--- src/rtl/spi_master_gen2.sv ---
// SPI master: programmable frame length, SCK divider, CPOL/CPHA, bit order and
// multiple active-low selects, with busy/done handshake and abort.
module spi_master_gen2 #(
  parameter int TX_W   = 48,
  parameter int RX_W   = 80,
  parameter int NUM_CS = 1,
  parameter int DIV_W  = 8
) (
  input  logic              spi_clk_i,
  input  logic              spi_rst_i,
  input  logic              spi_start_i,
  input  logic              spi_abort_i,
  input  logic              spi_fbo_i,
  input  logic              spi_cpol_i,
  input  logic              spi_cpha_i,
  input  logic [DIV_W-1:0]  clock_divider_i,
  input  logic [7:0]        frame_len_i,
  input  logic [NUM_CS-1:0] cs_mask_i,
  input  logic [TX_W-1:0]   transmission_data_i,
  input  logic              MISO,
  output logic              SCK,
  output logic              MOSI,
  output logic [NUM_CS-1:0] SS,
  output logic              busy,
  output logic              done,
  output logic [RX_W-1:0]   received_data_o
);

  typedef enum logic [1:0] {IDLE, LEAD, XFER, TRAIL} state_t;

  state_t            state_q, state_d;
  logic [DIV_W-1:0]  div_cnt_q, div_cnt_d;
  logic [8:0]        edge_cnt_q, edge_cnt_d;
  logic              sck_q, sck_d, mosi_q, mosi_d, busy_q, busy_d, done_q, done_d;
  logic [NUM_CS-1:0] ss_q, ss_d;
  logic [RX_W-1:0]   rxo_q, rxo_d;

  logic [TX_W-1:0]   tx_sh_q, tx_sh_d;
  logic [RX_W-1:0]   rx_sh_q, rx_sh_d;
  logic              fbo_q, fbo_d, cpol_q, cpol_d, cpha_q, cpha_d;
  logic [DIV_W-1:0]  div_q, div_d;
  logic [7:0]        len_q, len_d;

  logic              tick, sck_edge;
  logic [8:0]        edge_j, last_edge;
  logic [TX_W-1:0]   tx_next;

  function automatic logic tx_head(input logic [TX_W-1:0] sh, input logic msb_first);
    return msb_first ? sh[TX_W-1] : sh[0];
  endfunction

  // Vacated positions fill with 1 so bits beyond TX_W go out as 1.
  function automatic logic [TX_W-1:0] tx_shift(input logic [TX_W-1:0] sh, input logic msb_first);
    logic [TX_W:0] ext;
    if (msb_first) ext = {sh, 1'b1};
    else           ext = {1'b1, sh} >> 1;
    return ext[TX_W-1:0];
  endfunction

  function automatic logic [RX_W-1:0] rx_shift(input logic [RX_W-1:0] sh, input logic msb_first,
                                               input logic bit_in);
    logic [RX_W:0] ext;
    if (msb_first) ext = {sh, bit_in};
    else           ext = {bit_in, sh} >> 1;
    return ext[RX_W-1:0];
  endfunction

  assign tick      = (div_cnt_q == div_q);
  assign last_edge = {len_q, 1'b0};
  assign edge_j    = (state_q == LEAD) ? 9'd1 : edge_cnt_q + 9'd1;
  assign sck_edge  = tick && ((state_q == LEAD) || (state_q == XFER && edge_cnt_q != last_edge));
  assign tx_next   = tx_shift(tx_sh_q, fbo_q);

  always_comb begin
    state_d    = state_q;
    div_cnt_d  = div_cnt_q;
    edge_cnt_d = edge_cnt_q;
    sck_d      = sck_q;
    mosi_d     = mosi_q;
    ss_d       = ss_q;
    busy_d     = busy_q;
    done_d     = 1'b0;
    rxo_d      = rxo_q;
    tx_sh_d    = tx_sh_q;
    rx_sh_d    = rx_sh_q;
    fbo_d      = fbo_q;
    cpol_d     = cpol_q;
    cpha_d     = cpha_q;
    div_d      = div_q;
    len_d      = len_q;
    case (state_q)
      IDLE: begin
        sck_d  = spi_cpol_i;
        mosi_d = 1'b1;
        ss_d   = '1;
        busy_d = 1'b0;
        if (spi_start_i && frame_len_i != 8'd0) begin
          state_d    = LEAD;
          busy_d     = 1'b1;
          ss_d       = ~cs_mask_i;
          div_cnt_d  = '0;
          edge_cnt_d = '0;
          fbo_d      = spi_fbo_i;
          cpol_d     = spi_cpol_i;
          cpha_d     = spi_cpha_i;
          div_d      = clock_divider_i;
          len_d      = frame_len_i;
          tx_sh_d    = transmission_data_i;
          rx_sh_d    = '1;
          // With CPHA=1 the first bit is launched by SCK edge 1, not during LEAD.
          mosi_d     = spi_cpha_i ? 1'b1 : tx_head(transmission_data_i, spi_fbo_i);
        end
      end
      LEAD, XFER: begin
        div_cnt_d = tick ? '0 : div_cnt_q + 1'b1;
        if (tick) state_d = (state_q == XFER && edge_cnt_q == last_edge) ? TRAIL : XFER;
      end
      TRAIL: begin
        div_cnt_d = tick ? '0 : div_cnt_q + 1'b1;
        if (tick) begin
          state_d = IDLE;
          done_d  = 1'b1;
          busy_d  = 1'b0;
          ss_d    = '1;
          mosi_d  = 1'b1;
          sck_d   = cpol_q;
          rxo_d   = rx_sh_q;
        end
      end
      default: state_d = IDLE;
    endcase

    // Odd edges sample when CPHA=0, even edges sample when CPHA=1; the others launch.
    if (sck_edge) begin
      sck_d      = ~sck_q;
      edge_cnt_d = edge_j;
      if (edge_j[0] ^ cpha_q) begin
        rx_sh_d = rx_shift(rx_sh_q, fbo_q, MISO);
      end else if (edge_j != last_edge) begin
        if (edge_j == 9'd1) begin
          mosi_d = tx_head(tx_sh_q, fbo_q);
        end else begin
          tx_sh_d = tx_next;
          mosi_d  = tx_head(tx_next, fbo_q);
        end
      end
    end

    if (state_q != IDLE && spi_abort_i) begin
      state_d   = IDLE;
      div_cnt_d = '0;
      ss_d      = '1;
      sck_d     = cpol_q;
      mosi_d    = 1'b1;
      busy_d    = 1'b0;
      done_d    = 1'b0;
      rxo_d     = rxo_q;
    end
  end

  always_ff @(posedge spi_clk_i or negedge spi_rst_i) begin
    if (!spi_rst_i) begin
      state_q    <= IDLE;
      div_cnt_q  <= '0;
      edge_cnt_q <= '0;
      sck_q      <= 1'b0;
      mosi_q     <= 1'b1;
      ss_q       <= '1;
      busy_q     <= 1'b0;
      done_q     <= 1'b0;
      rxo_q      <= '1;
    end else begin
      state_q    <= state_d;
      div_cnt_q  <= div_cnt_d;
      edge_cnt_q <= edge_cnt_d;
      sck_q      <= sck_d;
      mosi_q     <= mosi_d;
      ss_q       <= ss_d;
      busy_q     <= busy_d;
      done_q     <= done_d;
      rxo_q      <= rxo_d;
    end
  end

  always_ff @(posedge spi_clk_i) begin
    tx_sh_q <= tx_sh_d;
    rx_sh_q <= rx_sh_d;
    fbo_q   <= fbo_d;
    cpol_q  <= cpol_d;
    cpha_q  <= cpha_d;
    div_q   <= div_d;
    len_q   <= len_d;
  end

  assign SCK             = sck_q;
  assign MOSI            = mosi_q;
  assign SS              = ss_q;
  assign busy            = busy_q;
  assign done            = done_q;
  assign received_data_o = rxo_q;

endmodule

--- config.mk ---
export PLATFORM = sky130hd
export DESIGN_NAME = spi_master_gen2
export DESIGN_NICKNAME = d
export VERILOG_FILES = /design/src/rtl/spi_master_gen2.sv
export SDC_FILE = /design/constraint.sdc
export NUM_CORES = 1
export LEC_CHECK = 0
export CAP_MARGIN = 0
export CORE_UTILIZATION = 55
export CTS_BUF_LIST = sky130_fd_sc_hd__clkbuf_8
export DETAILED_ROUTE_END_ITERATION = 10
export PLACE_DENSITY = 0.78
export SYNTH_ARGS = -nofsm -noshare
export SYNTH_HDL_FRONTEND = slang
export SYNTH_SLANG_ARGS = --single-unit
--- constraint.sdc ---
create_clock -name spi_clk_i -period 5.07 [get_ports spi_clk_i]
set_input_delay 1.014 -clock spi_clk_i [delete_from_list [all_inputs] [get_ports spi_clk_i]]
set_output_delay 1.014 -clock spi_clk_i [all_outputs]
set_load 0.01 [all_outputs]
# Word level (Yosys, flattened, before mapping)
# Index checks and enable logic that the tools add are counted.
# W data, S select, Z words.
# word_totals
ff_bits	251
latch_bits	0
mem_bits_rw	0
mem_bits_ro	0
inputBits	73
output_inout_bits	85
wordCells	108
memories	0
# op_classes
n_addsub	2
n_mul	0
n_div	0
n_lt_le_gt_ge	0
n_eq_ne	12
shifts	0
mux	53
bitwise	4
n_reduce_logical	21
# op_table
op	count
$mux W80	5
$mux W48	7
$mux W9	4
$mux W1	24
$mux W8	3
$ne A9 B9 Y1	2
$pmux W8 S2	1
$add A9 B1 Y9 const B	1
$eq A9 B1 Y1 const B	1
$eq A9 B9 Y1	1
$ne A3 B3 Y1 const B	3
$add A8 B1 Y8 const B	1
$eq A8 B8 Y1	1
$mux W2	4
$pmux W1 S2	4
$reduce_and A2 Y1	4
$reduce_bool A8 Y1	1
$pmux W2 S3	1
$reduce_and A3 Y1	2
$reduce_bool A2 Y1	3
$logic_and A1 B1 Y1	5
$eq A2 B2 Y1 const B	2
$ne A4 B4 Y1 const B	1
$reduce_bool A4 Y1	1
8 further kinds	10

# Longest topological paths before layout
# Gate-level depths: netlist of run 1.
# depth
ltp_word	8
ltp_mapped	11
depth_no_buf	9

# Worst setup path after synthesis of run 1
# Ideal clock, no wire load.
# synth_timing
kind	input port to flip-flop
start	in frame_len_i[5]
end	reg rx_sh_q[70]
setup_time_ns	0.142
t_arrival_ns	3.228
required_ns	4.928
setup_slack_ns	1.700
cell_stages	9
n_path_buf	3
path_cell_list	or4_1 -> o21ai_0 -> or2_2 -> clkbuf_1 -> clkinv_1 -> clkbuf_1 -> buf_1 -> nor2_1 -> mux2i_1
# synth_via
elab_chain_len	6
# synth_lines
item	line_no	rtl
start, declared	17	input logic [7:0] frame_len_i,
$reduce_bool A8 Y1 *	97	if (spi_start_i && frame_len_i != 8'd0) begin
$logic_and A1 B1 Y1 *	97	
$mux W80 *	97	
$mux W80 *	91	case (state_q)
$mux W80	137	if (edge_j[0] ^ cpha_q) begin
$mux W80 *	134	if (sck_edge) begin
named net rx_sh_d[70]	39	logic [RX_W-1:0] rx_sh_q, rx_sh_d;
end signal, assigned	187	rx_sh_q <= rx_sh_d;
end, declared	39	
# The timed path passes the listed nets; every way through them passes the cells marked *.
# A chain may end at the register's enable or synchronous reset.

# Worst setup path after layout of run 1
# layout_timing
start	reg state_q[1]
end	reg tx_sh_q[23]
# layout_via
elab_chain_len	7
elab_cells_between_ends	15
cone_classes	eq/ne: 4; mux: 6; bitwise: 1; reduce/logical: 4
# layout_lines
item	line_no	rtl
start, declared	31	state_t state_q, state_d;
start signal, assigned	173	state_q <= state_d;
$eq A2 B1 Y1	70, 71	
$mux W9	70	assign edge_j = (state_q == LEAD) ? 9'd1 : edge_cnt_q + 9'd1;
$eq A9 B1 Y1	140	if (edge_j == 9'd1) begin
$mux W48	140	
$mux W48	139	end else if (edge_j != last_edge) begin
$mux W48	137	
$mux W48 *	134	
named net tx_sh_d[23]	38	logic [TX_W-1:0] tx_sh_q, tx_sh_d;
end signal, assigned	186	tx_sh_q <= tx_sh_d;
end, declared	38	
# Marks and branches as above.

==> results of run 1 <==
Yosys cell counts (4+ instances only):
| master | count | share of area (%) |
|---|---|---|
| sky130_fd_sc_hd__nand3_1 | 10 | 0.43 |
| sky130_fd_sc_hd__clkbuf_1 | 39 | 1.2 |
| sky130_fd_sc_hd__and3_1 | 10 | 0.53 |
| sky130_fd_sc_hd__dfxtp_1 | 128 | 22 |
| sky130_fd_sc_hd__and2_1 | 4 | 0.21 |
| sky130_fd_sc_hd__inv_1 | 10 | 0.32 |
| sky130_fd_sc_hd__ha_1 | 6 | 0.64 |
| sky130_fd_sc_hd__o21ai_0 | 31 | 1.3 |
| sky130_fd_sc_hd__nor3_1 | 4 | 0.17 |
| sky130_fd_sc_hd__buf_1 | 8 | 0.26 |
| sky130_fd_sc_hd__mux2i_1 | 308 | 26 |
| sky130_fd_sc_hd__edfxtp_1 | 19 | 4.9 |
| sky130_fd_sc_hd__a21oi_1 | 4 | 0.17 |
| sky130_fd_sc_hd__mux2_2 | 82 | 7.9 |
| sky130_fd_sc_hd__xor2_1 | 4 | 0.30 |
| sky130_fd_sc_hd__dfrtp_1 | 22 | 4.7 |
| sky130_fd_sc_hd__a31oi_1 | 5 | 0.27 |
| sky130_fd_sc_hd__dfstp_2 | 82 | 18 |
| sky130_fd_sc_hd__nand2b_1 | 6 | 0.32 |
| sky130_fd_sc_hd__nand2_1 | 24 | 0.77 |
| sky130_fd_sc_hd__xnor2_1 | 24 | 1.8 |
| sky130_fd_sc_hd__buf_2 | 14 | 0.60 |
| sky130_fd_sc_hd__nor2b_1 | 5 | 0.27 |
| sky130_fd_sc_hd__o31ai_1 | 5 | 0.32 |
| sky130_fd_sc_hd__nor2_1 | 94 | 3.0 |
sequential cells by signal, indices dropped and copies added, names as in the netlist:
name and flops:
busy 1, div_cnt_q 8, len_q 8, rx_sh_q 80, SS 1, done 1, received_data_o 80, tx_sh_q 48
cpol_q 1, cpha_q 1, div_q 8, MOSI 1, fbo_q 1, edge_cnt_q 9, state_q 2, SCK 1
power groups by stage:
stage	logic, uW	clock network (uW)	registers [uW]
global route	1170	1810	2540
detailed placement	1060	0	2540
finish	1050	1670	2510
CTS	1060	1720	2510
floorplan	807	0	2480
global placement	1030	0	2540
worst paths after layout:
kind	endpoint	slack, ps	cells past startpoint
min reg2reg	received_data_o[79]	530	1
min	received_data_o[79]	530	1
min in group asynchronous	edge_cnt_q[2]	630	1
max	tx_sh_q[23]	1700	10
max in group asynchronous	received_data_o[39]	3420	2
max reg2reg	tx_sh_q[23]	1700	10
layout by cell type, fill, tap and decap left out, drive strengths merged, types with 3 or more instances in the layout:
cell type | netlist | routed
dfxtp | 128 | 128
clkdlybuf4s50 | 0 | 156
clkbuf | 39 | 49
o21ai | 31 | 31
nor3 | 4 | 4
inv | 10 | 36
xor2 | 4 | 4
dfrtp | 22 | 22
buf | 25 | 11
o31ai | 5 | 5
mux2i | 308 | 308
dfstp | 82 | 82
a31oi | 5 | 5
nand4 | 3 | 3
nor2b | 5 | 5
mux2 | 82 | 82
nand2b | 6 | 6
a21oi | 4 | 4
nand3 | 11 | 11
and3 | 10 | 10
nand2 | 24 | 24
ha | 6 | 6
xnor2 | 24 | 24
nor2 | 94 | 94
or3 | 4 | 4
edfxtp | 19 | 19
and2 | 4 | 4
kinds of logic after synthesis:
logic type | synth area share (%)
xor gates and xnor gates | 2.09
muxes | 34.2
and+or+nand+nor | 7.06
adders and majority gates | 0.641
buffers and inverters | 2.75
DFF | 49.9
AOI/OAI and AO/OA | 3.40
layout make-up:
cell class	count	area, sq um
clock buffer	49	674
sequential	251	5840
fill	1648	6710
multi-input combinational	664	5580
inverter	11	46.3
tap	275	344
clock inverter	27	114
timing repair buffer	167	1660
metrics by stage:
step / worst slack, ps / instances / hold WS, ps / area [sq um]
global route: 1530 / 1444 / 554 / 14200
detailed placement: 1280 / 1368 / 507 / 13500
CTS: 1740 / 1444 / 530 / 14200
finish: 1700 / 1444 / 529 / 14200
global placement: 1350 / 1368 / 506 / 13500
floorplan: 1700 / 990 / 453 / 11700
routing by layer:
layer	track usage, %	share of wire (%)	vias to the layer above
met2	36.9	48	153
li1	-	-	3822
met3	4.41	4.6	45
met4	7.47	2.2	0
met5	0	0	-
met1	29.0	46	3818
==> Implementation_results.wiki, run 1 <==
{| class="wikitable"
! Metric !! Value
|-
| Overall die width || 148 microns
|-
| Category of cells accounting for the largest share of critical-path delay || adder cells
|-
| Number of warning messages in the yosys log || 0
|-
| Min Clock Period, post-route || 3370 ps
|-
| Effective utilization at floorplan || 55.9%
|-
| Hold path startpoint || rx_sh_q[79]
|-
| Iteration count of the initial detailed-routing pass || 4
|-
| CP cell instances || inv_1, ha_1, nor2_1, mux2i_1, xor2_1, nand4_1, a2111oi_4, nor3_2, buf_4, mux2i_1
|-
| Reg2Reg Launch Point || state_q[1]
|-
| Leakage power of the design || 0.00571 uW
|-
| Number of buffers created by CTS || 42
|-
| Switch Pwr || 1560 uW
|-
| Achievable Freq || 0.297 GHz
|-
| Pin slew with the least headroom to its limit || 1140 ps
|-
| Count of antenna-violating nets left after detailed routing || 0
|-
| Async set or reset register ratio after synthesis || 41.4%
|-
| Ratio of cells with drive above 1 in the final layout || 20.3%
|-
| Largest net degree at the start of global routing || 82
|-
| Resized cells post-CTS || 0
|-
| Routability congestion estimate || 0.859
|-
| Total negative slack || 0 ps
|-
| H-tree lvl count || 2
|-
| Endpoints failing hold || 0
|-
| Worst vdd rail ir drop || 0.000224 V
|-
| Master cell of the clock root buffer || sky130_fd_sc_hd__clkbuf_8
|-
| EDFF count, synth || 19
|-
| Core occupancy in the finished layout || 68.0%
|-
| Reg clk slew, reported paths || 60 ps
|-
| GRT Util Overall || 22.2%
|-
| HPWL after detailed placement || 15200 microns
|-
| Final Slew Violations || 0
|-
| Number of sinks driven by the clock tree || 251
|-
| Post-synthesis instance total || 990
|-
| Slowest Stage Delay on Critical Path || 700 ps
|-
| GRT overflow || 0
|-
| Element type at the critical path end || flop
|-
| Post-CTS Setup Repair Bufs || 0
|-
| Total of flip-flops plus latches after synthesis || 251
|-
| Die span in y || 148 microns
|-
| Remaining DRCs || 0
|-
| Worst skew pair latency || 540 ps
|-
| Bufs and invs on worst path || 2
|-
| Total power consumption of the routed design || 5240 uW
|-
| Post-synth cell types || 53
|-
| Combinational share of power || 20.1%
|-
| Sequential-to-total area share from yosys stat || 49.9%
|-
| Placement row count || 53
|-
| I/O pin total || 158
|-
| Max Cap Violations || 0
|-
| Wire length of the first global-routing pass || 39600 microns
|-
| Outcome || finished clean
|-
| Count of port buffers added during placement || 157
|-
| Syn avg cell area || 11.8 sq um
|-
| Antenna diode count || 0
|-
| Total number of nets in the final design || 1216
|-
| Power density over the cells || 368 nW/um^2
|-
| Critical path start-end classification || reg2reg
|-
| Worst Path Required || 5450 ps
|-
| Number of DRC markers after the initial detailed-route iteration || 271
|-
| Buffer levels on the longest clock path || 3
|-
| Type of the worst min-delay path || reg2reg
|-
| Maximum fanout along the worst path || 48
|-
| Critical Path Start || state_q[1]
|-
| Placeable core area || 21000 sq um
|-
| Post-route clock period utilization || 66.5%
|-
| Internal power || 3680 uW
|-
| Die footprint || 21900 sq um
|-
| Most used cell, CP || sky130_fd_sc_hd__mux2i_1
|-
| Number of vias in the routed layout || 7838
|-
| Power share of the clock group || 32.0%
|-
| CP startpoint kind || flop
|-
| Worst clock skew || 17.6 ps
|-
| Via density per instance || 5.43
|-
| Syn Std Cell Area || 11700 sq um
|-
| Growth of design area from synthesis to finish || 21.7%
|-
| Worst rel slew slack || 24.1%
|-
| DR WL/cell || 16.7 microns
|-
| Antenna violations before repair || 0
|-
| Cell with the largest stage delay on the worst path || sky130_fd_sc_hd__ha_1
|-
| Share of total power consumed by net switching || 29.7%
|-
| Unrepaired setup endpoints after global routing || false
|-
| Post-CTS Hold Fix Bufs || 0
|-
| Clock tree from TritonCTS || done
|-
| Mapped Nets || 1069
|-
| Post-detailed-routing wire length || 24100 microns
|-
| Synth Flop Type || sky130_fd_sc_hd__dfxtp_1
|-
| Sequential share of power || 47.9%
|-
| Via count of the first global-routing pass || 7898
|-
| Setup-violating endpoint count in the final report || 0
|-
| Crit path DAT || 3750 ps
|}
Note: power is estimated with default switching activity, not from simulation.
==> inputs of run 2 (changes only) <==
CORE_UTILIZATION = 52   (was 55)
PLACE_DENSITY = 0.77   (was 0.78)
clock period = 2.8 ns   (was 5.07 ns; I/O delays follow)
==> Implementation_results.wiki, run 2 (synthesis results as in run 1) <==
{| class="wikitable"
! Metric !! Value
|-
| Count of port buffers added during placement || 157 (unchanged)
|-
| Met2 Track Usage GR || 37.0% (+0.15 points)
|-
| Max Cap Violations || 0 (unchanged)
|-
| Fraction of met3 tracks used by global routing || 4.82% (+0.41 points)
|-
| Power density over the cells || 673 nW/um^2 (+83%)
|-
| Overall die width || 152 microns (+2.8%)
|-
| Worst clock skew || 29.0 ps (+11.4 ps)
|-
| Antenna violations before repair || 0 (unchanged)
|-
| Final Slew Violations || 0 (unchanged)
|-
| Die footprint || 23100 sq um (+5.7%)
|-
| Routability congestion estimate || 0.860 (+0.13%)
|-
| Via density per instance || 5.39 (-0.75%)
|-
| Growth of design area from synthesis to finish || 24.8%
|-
| Maximum fanout along the worst path || 48 (unchanged)
|-
| Crit path DAT || 3150 ps (-600 ps)
|-
| Critical path start-end classification || reg2reg
|-
| Busiest grt layer || met2
|-
| Reg clk slew, reported paths || 60 ps (about the same)
|-
| Placeable core area || 22000 sq um (+4.8%)
|-
| Worst Slack Setup Final || 129 ps (-1570 ps)
|-
| Post-route clock period utilization || 95.4% (+29 points)
|-
| Effective utilization at floorplan || 53.3% (-2.6 points)
|-
| Outcome || finished with violations
|-
| Most frequent standard cell in the layout excluding fill and tap cells || sky130_fd_sc_hd__mux2i_1
|-
| Master cell of the clock root buffer || sky130_fd_sc_hd__clkbuf_8
|-
| Number of sinks driven by the clock tree || 251 (unchanged)
|-
| Failing checks || design-rule violations
|-
| R2R Setup Slk || 130 ps (-1570 ps)
|-
| Setup-violating endpoint count in the final report || 0 (unchanged)
|-
| Number of DRC markers after the initial detailed-route iteration || 275 (+1.5%)
|-
| CP startpoint kind || flop
|-
| Total negative slack || 0 ps (unchanged)
|-
| Endpoints failing hold || 0 (unchanged)
|-
| Leakage power of the design || 0.00587 uW (+2.7%)
|-
| Count of antenna-violating nets left after detailed routing || 0 (unchanged)
|-
| Worst skew pair latency || 560 ps (+20 ps)
|-
| GRT Util Overall || 22.2% (about the same)
|-
| Unrepaired setup endpoints after global routing || false
|-
| Number of vias in the routed layout || 7930 (+1.2%)
|-
| Antenna diode count || 0 (unchanged)
|-
| Remaining DRCs || 10 (+10)
|-
| HPWL after detailed placement || 16400 microns (+7.8%)
|-
| Via count of the first global-routing pass || 8188 (+3.7%)
|-
| Die span in y || 152 microns (+2.8%)
|-
| Min Clock Period, post-route || 2670 ps (-699 ps)
|-
| Type of the worst min-delay path || in2async
|-
| Element type at the critical path end || flop
|-
| Pre-CTS worst setup slack || 68.5 ps (-1210 ps)
|-
| I/O pin total || 158 (unchanged)
|-
| Buffer levels on the longest clock path || 3 (unchanged)
|-
| Worst rel slew slack || 59.5% (+35 points)
|-
| Post-CTS Hold Fix Bufs || 0 (unchanged)
|-
| H-tree lvl count || 2 (unchanged)
|-
| Worst Path Required || 3280 ps (-2170 ps)
|-
| DR WL/cell || 17.0 microns (+2.0%)
|-
| Post-detailed-routing wire length || 25000 microns (+4.0%)
|-
| Worst vdd rail ir drop || 0.000343 V (+53%)
|-
| Iteration count of the initial detailed-routing pass || 10 (+6)
|-
| Number of buffers created by CTS || 43 (+2.4%)
|-
| GRT overflow || 0 (unchanged)
|-
| Placement row count || 54 (+1.9%)
|-
| Pin slew with the least headroom to its limit || 608 ps (-530 ps)
|-
| Clock tree from TritonCTS || done
|-
| Largest net degree at the start of global routing || 81 (-1.2%)
|-
| Commonest cells after routing, fill and taps aside || 307 x sky130_fd_sc_hd__mux2i_1, 156 x sky130_fd_sc_hd__clkdlybuf4s50_1, 128 x sky130_fd_sc_hd__dfxtp_1, 94 x sky130_fd_sc_hd__nor2_1
|-
| Achievable Freq || 0.374 GHz (+26%)
|-
| Ratio of cells with drive above 1 in the final layout || 22.1% (+1.9 points)
|-
| Total number of nets in the final design || 1237 (+1.7%)
|-
| Met1 layer usage reported by global route || 29.0% (about the same)
|-
| Wire length of the first global-routing pass || 42400 microns (+7.0%)
|-
| Worst hold margin || 254 ps (-275 ps)
|-
| Count of filler cells inserted in the layout || 1714 (+4.0%)
|}
## run 2: cell count changes in the layout (fill, tap and decap cells not counted), sizes merged
cell,delta
buf,+20
clkinv,+4
inv,-4
clkbuf,+2
bufinv,+1
## run 2: through the flow
step | area [sq um] | total power [uW] | utilization (%) | std cells
floorplan | 11700 | 5950 | - | 990
global placement | 13700 | 6580 | 62.5 | 1392
detailed placement | 13700 | 6650 | 62.5 | 1392
CTS | 14600 | 9940 | 66.5 | 1471
global route | 14600 | 10400 | 66.6 | 1472
finish | 14600 | 9830 | 66.6 | 1472
## run 2: routing by layer
metal	share of wire, %	vias up
met5	0	-
li1	-	3857
met4	1.5	0
met3	5.4	34
met2	47	189
met1	46	3850
## run 2: final cells by class
class | count | area (sq um) | share of cell area, %
Timing Repair Buffer | 187 | 1930 | 13.2
Inverter | 11 | 46.3 | 0.317
Clock buffer | 51 | 702 | 4.80
Sequential cell | 251 | 5840 | 39.9
Multi-Input combinational cell | 664 | 5590 | 38.3
Tap cell | 280 | 350 | 2.40
Clock inverter | 28 | 155 | 1.06
## run 2: worst paths after layout
| check | startpoint | endpoint | cells past startpoint |
|---|---|---|---|
| min in group spi_clk_i | cpol_q | SCK | 2 |
| hold reg to reg | cpol_q | SCK | 2 |
| setup / recovery | edge_cnt_q[0] | tx_sh_q[26] | 9 |
| max in group asynchronous | spi_rst_i | received_data_o[33] | 2 |
| hold / removal | spi_rst_i | received_data_o[75] | 1 |
| setup reg to reg | edge_cnt_q[0] | tx_sh_q[26] | 9 |
## run 2: where the power goes
group          leakage, uW  internal, uW  switching, uW
clock             0.000510          1750           1480
sequential         0.00238          4150            401
combinational      0.00298          1020           1020
total              0.00587          6930           2910
## run 2: worst max-delay path, stage by stage, from the launching register on
cell and delay (ps):
sky130_fd_sc_hd__dfrtp_1 390, sky130_fd_sc_hd__buf_4 190, sky130_fd_sc_hd__nand3_1 180, sky130_fd_sc_hd__or3_1 440, sky130_fd_sc_hd__a211o_1 300, sky130_fd_sc_hd__nand4_1 160
sky130_fd_sc_hd__a2111oi_4 80, sky130_fd_sc_hd__nor3_2 240, sky130_fd_sc_hd__buf_12 340, sky130_fd_sc_hd__mux2i_1 240
## run 2: what timing repair did
item / CTS / global route
resized for setup: 0 / 4
setup endpoints to repair: 0 / 48
buffers inserted: 0 / 1
